<file path="src/rtl/ks_seq_ctrl.sv">
// Sequential Karatsuba controller: one external WxW carry-less core is time-shared over three cycles to form a 2Wx2W product.
// Optional define KS_SEQ_OVERLAP_EN lets a new operand pair be accepted on the same edge as the result handoff.
module ks_seq_ctrl #(
   parameter int W = 8
) (
   input  logic           clk,
   input  logic           rst_n,
   input  logic           in_valid,
   output logic           in_ready,
   input  logic [2*W-1:0] in_a,
   input  logic [2*W-1:0] in_b,
   output logic           out_valid,
   input  logic           out_ready,
   output logic [4*W-2:0] out_d,
   output logic [W-1:0]   mul_a,
   output logic [W-1:0]   mul_b,
   input  logic [2*W-2:0] mul_d,
   output logic           busy
);

   typedef enum logic [2:0] {IDLE, LO, HI, MID, DONE} state_t;

   state_t         state;
   state_t         state_next;
   logic [2*W-1:0] a_r;
   logic [2*W-1:0] b_r;
   logic [2*W-2:0] m_lo;
   logic [2*W-2:0] m_hi;
   logic [2*W-2:0] mid_sum;
   logic [4*W-2:0] product;
   logic           accept;

   always_comb begin
      state_next = state;
      in_ready   = 1'b0;
      out_valid  = 1'b0;
      mul_a      = '0;
      mul_b      = '0;
      case (state)
         IDLE: begin
            in_ready = 1'b1;
            if (in_valid) state_next = LO;
         end
         LO: begin
            mul_a      = a_r[W-1:0];
            mul_b      = b_r[W-1:0];
            state_next = HI;
         end
         HI: begin
            mul_a      = a_r[2*W-1:W];
            mul_b      = b_r[2*W-1:W];
            state_next = MID;
         end
         MID: begin
            mul_a      = a_r[2*W-1:W] ^ a_r[W-1:0];
            mul_b      = b_r[2*W-1:W] ^ b_r[W-1:0];
            state_next = DONE;
         end
         DONE: begin
            out_valid = 1'b1;
`ifdef KS_SEQ_OVERLAP_EN
            in_ready = out_ready;
            if (out_ready) state_next = in_valid ? LO : IDLE;
`else
            if (out_ready) state_next = IDLE;
`endif
         end
         default: state_next = IDLE;
      endcase
   end

   assign busy   = (state != IDLE);
   assign accept = in_valid & in_ready;

   // The middle product is taken straight off the core while in MID, so it never needs its own register.
   assign mid_sum = m_lo ^ m_hi ^ mul_d;
   assign product = {{(2*W){1'b0}}, m_lo}
                  ^ {{W{1'b0}}, mid_sum, {W{1'b0}}}
                  ^ {m_hi, {(2*W){1'b0}}};

   always_ff @(posedge clk or negedge rst_n) begin
      if (!rst_n) begin
         state <= IDLE;
         a_r   <= '0;
         b_r   <= '0;
         m_lo  <= '0;
         m_hi  <= '0;
         out_d <= '0;
      end else begin
         state <= state_next;
         if (accept) begin
            a_r <= in_a;
            b_r <= in_b;
         end
         if (state == LO) m_lo <= mul_d;
         if (state == HI) m_hi <= mul_d;
         if (state == MID) out_d <= product;
      end
   end

endmodule
</file>
<file path="config.mk">
export PLATFORM = sky130hd
export DESIGN_NAME = ks_seq_ctrl
export DESIGN_NICKNAME = d
export VERILOG_FILES = /design/src/rtl/ks_seq_ctrl.sv
export SDC_FILE = /design/constraint.sdc
export NUM_CORES = 1
export LEC_CHECK = 0
export CAP_MARGIN = 10
export CORE_UTILIZATION = 52
export CTS_BUF_LIST = sky130_fd_sc_hd__clkbuf_8
export DETAILED_ROUTE_END_ITERATION = 10
export HOLD_SLACK_MARGIN = 0.03
export PLACE_DENSITY_LB_ADDON = 0.1
export SLEW_MARGIN = 20
export SYNTH_ARGS = -nofsm -noshare
export SYNTH_HDL_FRONTEND = slang
export SYNTH_SLANG_ARGS = --single-unit
export TNS_END_PERCENT = 10
</file>
<file path="constraint.sdc">
create_clock -name clk -period 2.5 [get_ports clk]
set_clock_uncertainty 0.1 [all_clocks]
set_input_delay 0.375 -clock clk [delete_from_list [all_inputs] [get_ports clk]]
set_output_delay 0.375 -clock clk [all_outputs]
set_load 0.01 [all_outputs]
</file>
### Word level (Yosys, flattened, before mapping)

Cells that the tools add are included.

* flip-flop bits (word level): 96
* memory bits (read-only): 0
* memory bits (writable): 0
* word-level logic and storage cells: 29
* input bits: 51
* memories kept: 0
* bits in latches: 0

* reduce and logical (&&, ||, !) cells: 3
* multipliers: 0
* mux-type cells: 7
* shift operators: 0
* add/subtract/negate cells: 0
* div/mod/pow operators: 0
* equal/unequal tests: 6
* bitwise logic cells: 7
* magnitude comparators: 0

Operator list (number)
* case mux 8 bit (3 select lines): 2
* XOR 23 x 31 -> 31 bit: 1
* XOR 15 bit: 2
* XOR 15 x 23 -> 23 bit: 1
* XOR 8 bit: 2
* case mux 3 bit (5 select lines): 1
* == test 3 x 2 -> 1 bit, second input constant: 2
* two-way mux 3 bit: 2
* != test 2 bit, second input constant: 2
* == test 3 x 1 -> 1 bit, second input constant: 1
* == test 3 bit, second input constant: 1
* zero test 3 bit: 1
* nonzero test 3 bit: 1
* two-way mux 1 bit: 2
* AND reduction 2 bit: 1
* bitwise AND 1 bit: 1

### Longest topological paths before layout

* depth after elaboration: 4
* depth in mapped cells: 6
* depth with buffers taken out: 4

### Least setup slack after synthesis

No wires, ideal clock.

* path type: reg-to-output
* start: reg state[1]
* end: out mul_a[0]
* data required time: 2025 ps
* arrival: 1354 ps
* stages on the path, launching flop included: 6
* buffers on the path: 2
* path slack: 671 ps
* cells stage by stage: dfrtp_1 > clkbuf_1 > clkbuf_1 > nand2_1 > xnor2_1 > nor2_1

* cells in the longest elaborated chain, start to end: 2
* elaborated cells between the ends (all ways): 4
* classes of those cells: 3 x eq/ne; 1 x mux

RTL lines
* from (decl): line 23 `state_t state;`
* from (signal assigned): line 90 `state <= state_next;`
* == test 3 x 2 -> 1 bit / == test 3 x 1 -> 1 bit (equally long branches): line 39 `case (state)`
* case mux 8 bit (3 select lines) *: line 39
* to (decl): line 15 `output logic [W-1:0] mul_a,`

Every way passes the cells marked *; elsewhere a longest branch is shown, timed or not.

### Worst setup path in the final report

* start: reg state[0]
* end: out mul_b[6]

* cells in the longest elaborated chain, start to end: 2
* elaborated cells between the ends (all ways): 4
* classes of those cells: 3 x eq/ne; 1 x mux

RTL lines
* == test 3 x 2 -> 1 bit / == test 3 x 1 -> 1 bit (equally long branches): line 39
* case mux 8 bit (3 select lines) *: line 39
* to (decl): line 16 `output logic [W-1:0] mul_b,`

Marked as above.

==> results.md <==
* Status: finished clean
* GR Util All Layers at 19.4%
* Post-Route Hold Slack at 0.385 ns
* Slowest-stage cell, CP: clkdlybuf4s50_1
* Final HPWL DP at 5490 microns
* Final Core Density at 70.1%
* Crit path max-delay family: buffers and inverters
* CTS Buf Count at 9
* Clock-pin slew of the registers on the worst-case setup and hold paths at 0.09 ns
* Row cnt at 33
* Synthesized cell area at 4390 sq um
* Synth Net Count at 387
* Final Power at 8.21 mW
* Post-Route WL at 7930 microns
* Final Hold Fails at 0
* Clock latency on the worst-skew pair at 0.34 ns
* Unrepaired setup endpoints after global routing: no
* Syn avg cell area at 13.1 sq um
* Slew @ Worst Pin at 0.622 ns
* Critical Setup Path Class: reg -> out
* Mux cell area share after synthesis at 22.6%
* Hold Crit Class: reg -> reg
* Starting Density at 53.7%
* Pint at 5.52 mW
* Post-synth top area cell: dfrtp_1
* Seq/Total Area, Yosys at 54.7%
* Main combinational cell family by area after synthesis: multiplexers
* Clock network fraction of total power at 12.0%
* Cell Pwr Density at 1430 nW/um^2
* CTS tree: built
* Routed wire per std cell at 14.4 microns
* Core box area at 8180 sq um
* Ant. Diodes at 0
* Max-cap violations at 0
* Crit. End Element: output port
* Syn Inst Count at 336
* Post-DRT Antenna Nets at 0
* Global-route wire length before repair at 13000 microns
* Final period util at 93.7%
* Slowest cell delay on critical path at 0.54 ns
* Synth area leaders: dfrtp_1, mux2_2, xnor2_1
* Ports at 101
* # Post-CTS Setup Buffers at 0
* Switching Share at 32.7%
* Initial DRC count at 58
* Synth warnings at 0
* Via density at 4.93
* Final setup viols at 0
* Vias at 2719
* Router iterations before antenna repair at 4
* Flops & latches, synth at 96
* Pins Over Slew Limit at 0
* Fraction of final layout cells sized beyond drive strength 1 at 24.9%
* Setup TNS at 0 ns
* Startpoint Class: flip-flop
* Die ar. at 8820 sq um
* DRC viols at 0
* Die span in x at 93.9 microns
* Synth Area in Adders at 0%
* Sw power at 2.68 mW
* Number of global-route vias before repair at 2702
* Clk buf depth at 2
* Cells along the critical path: buf_4 > nand2_1 > xnor2_1 > nor2_1 > clkdlybuf4s50_1
* Post-route insts no fill at 551
* XOR/XNOR share of the synthesized area at 10.8%
* # placed instances at 535
* Htree depth at 3
* CTS sink count at 96
* Sequential power share at 35.1%
* GRT overflow at 0
* Slew Limit Headroom at 58.6%
* Synth-to-Final Area Change at 30.4%
* Lkg Pwr at 2.44 nW
* Min cycle time layout at 2.34 ns
* Synth Area in Simple Gates at 7.04%
* Synth top area share at 54.7%
* Worst VDD drop at 0.000774 V
* CTS Root Cell: clkbuf_8
* Initial antenna violation count at 0
* Fmax at 0.427 GHz
* Synth cell types at 20
* Final #Nets at 493
* Req. time, crit path at 2.03 ns
* Die height at 93.9 microns
* Crit path max fanout at 10
* CP arrival at 1.87 ns
* Routability congestion estimate from global placement at 0.749
* Sum of buffers and inverters on the critical path at 2
* Number of port buffers at 100
* Largest net degree at the start of global routing at 51
* Compound-Gate Fraction of Synth Area at 1.82%
* Logic pwr share at 52.9%
-- area by class of cell --
cell class / count / area (sq um)
clock buffers: 10 / 138
clock inverters: 5 / 56.3
fillers: 611 / 2440
inverters: 2 / 7.51
multi-input cells: 221 / 1850
flip-flops and latches: 96 / 2400
well taps: 105 / 131
repair buffers: 112 / 1140
-- layer usage --
layer | track usage [%] | vias to the layer above | part of all wire [%]
met5 | 0 | - | 0
met4 | 7.18 | 0 | 1.2
met3 | 4.45 | 11 | 4.7
met2 | 30.5 | 75 | 48
met1 | 26.3 | 1316 | 46
li1 | - | 1317 | -
-- final timing paths --
check	start	end	slack, ns	depth (start not counted)
min reg2reg	out_d[11]$_DFFE_PN0N_	out_d[11]$_DFFE_PN0N_	0.38	2
min in group asynchronous	rst_n	out_d[11]$_DFFE_PN0N_	0.48	2
max reg2reg	state[1]$_DFFE_PN0P_	a_r[4]$_DFFE_PN0P_	0.50	6
max in group asynchronous	rst_n	m_hi[11]$_DFFE_PN0N_	1.14	3
min	out_d[11]$_DFFE_PN0N_	out_d[11]$_DFFE_PN0N_	0.38	2
max	state[0]$_DFFE_PN0P_	mul_b[6]	0.16	5
-- through the flow --
step | setup slack (ns) | instance area [sq um]
detailed placement | 0.450 | 5530
finish | 0.157 | 5730
global placement | 0.530 | 5530
floorplan | 0.671 | 4390
global route | 0.0606 | 5730
CTS | 0.0591 | 5730
-- flip-flops by register name, summed over array words and instances (netlist names) --
register,cells
state,3
out_d,31
b_r,16
m_hi,15
a_r,16
m_lo,15
-- worst reg2reg max path, stage by stage (launching register included) --
cell	delay (ns)
dfrtp_1	0.40
buf_12	0.16
or3_4	0.35
inv_2	0.07
and2_4	0.27
buf_4	0.23
mux2_4	0.31
-- power groups by stage --
stage / sequential (mW) / combinational, mW / clock (mW)
2_1_floorplan: 2.91 / 2.79 / 0
3_3_place_gp: 2.88 / 4.31 / 0
3_5_place_dp: 2.91 / 4.39 / 0
4_1_cts: 2.89 / 4.41 / 1.02
5_1_grt: 2.99 / 4.70 / 1.10
6_report: 2.88 / 4.34 / 0.986
-- cells in the mapped netlist (all sizes together) --
| cell | n |
|---|---|
| and2 | 1 |
| buf | 11 |
| clkbuf | 6 |
| dfrtp | 96 |
| inv | 2 |
| mux2 | 78 |
| nand2 | 48 |
| nand3b | 1 |
| nor2 | 19 |
| nor3 | 1 |
| nor3b | 2 |
| o21ai | 16 |
| or3 | 1 |
| xnor2 | 53 |
| xor2 | 1 |
-- placed cells by master (no fill, tap or decap), types with 2 or more instances in the layout --
cell             Yosys  layout
nor3b_2              2       2
mux2_2              48      48
buf_4                0       8
o21ai_0             16      16
clkbuf_8             0      10
buf_12               3       4
nor2_1              19      19
xnor2_1             53      53
dfrtp_1             96      95
mux2_4              30      30
nand2_1             48      48
clkinv_2             0       2
clkdlybuf4s50_1      0      99
-- repair_timing --
item                                    CTS  global route
hold endpoints to repair                 46             0
resized for setup                         0             1
hold buffers                              1             0
endpoints found under the setup margin    0             3
-- cell families (layout without fill, tap and decap cells) --
kind of cell | Yosys count | after routing
flops | 96 | 96
xor+xnor | 54 | 54
compound gates | 16 | 16
mux | 78 | 78
buf+inv | 19 | 129
simple gates | 73 | 73
No activity file was read; power rests on OpenSTA's default activity.
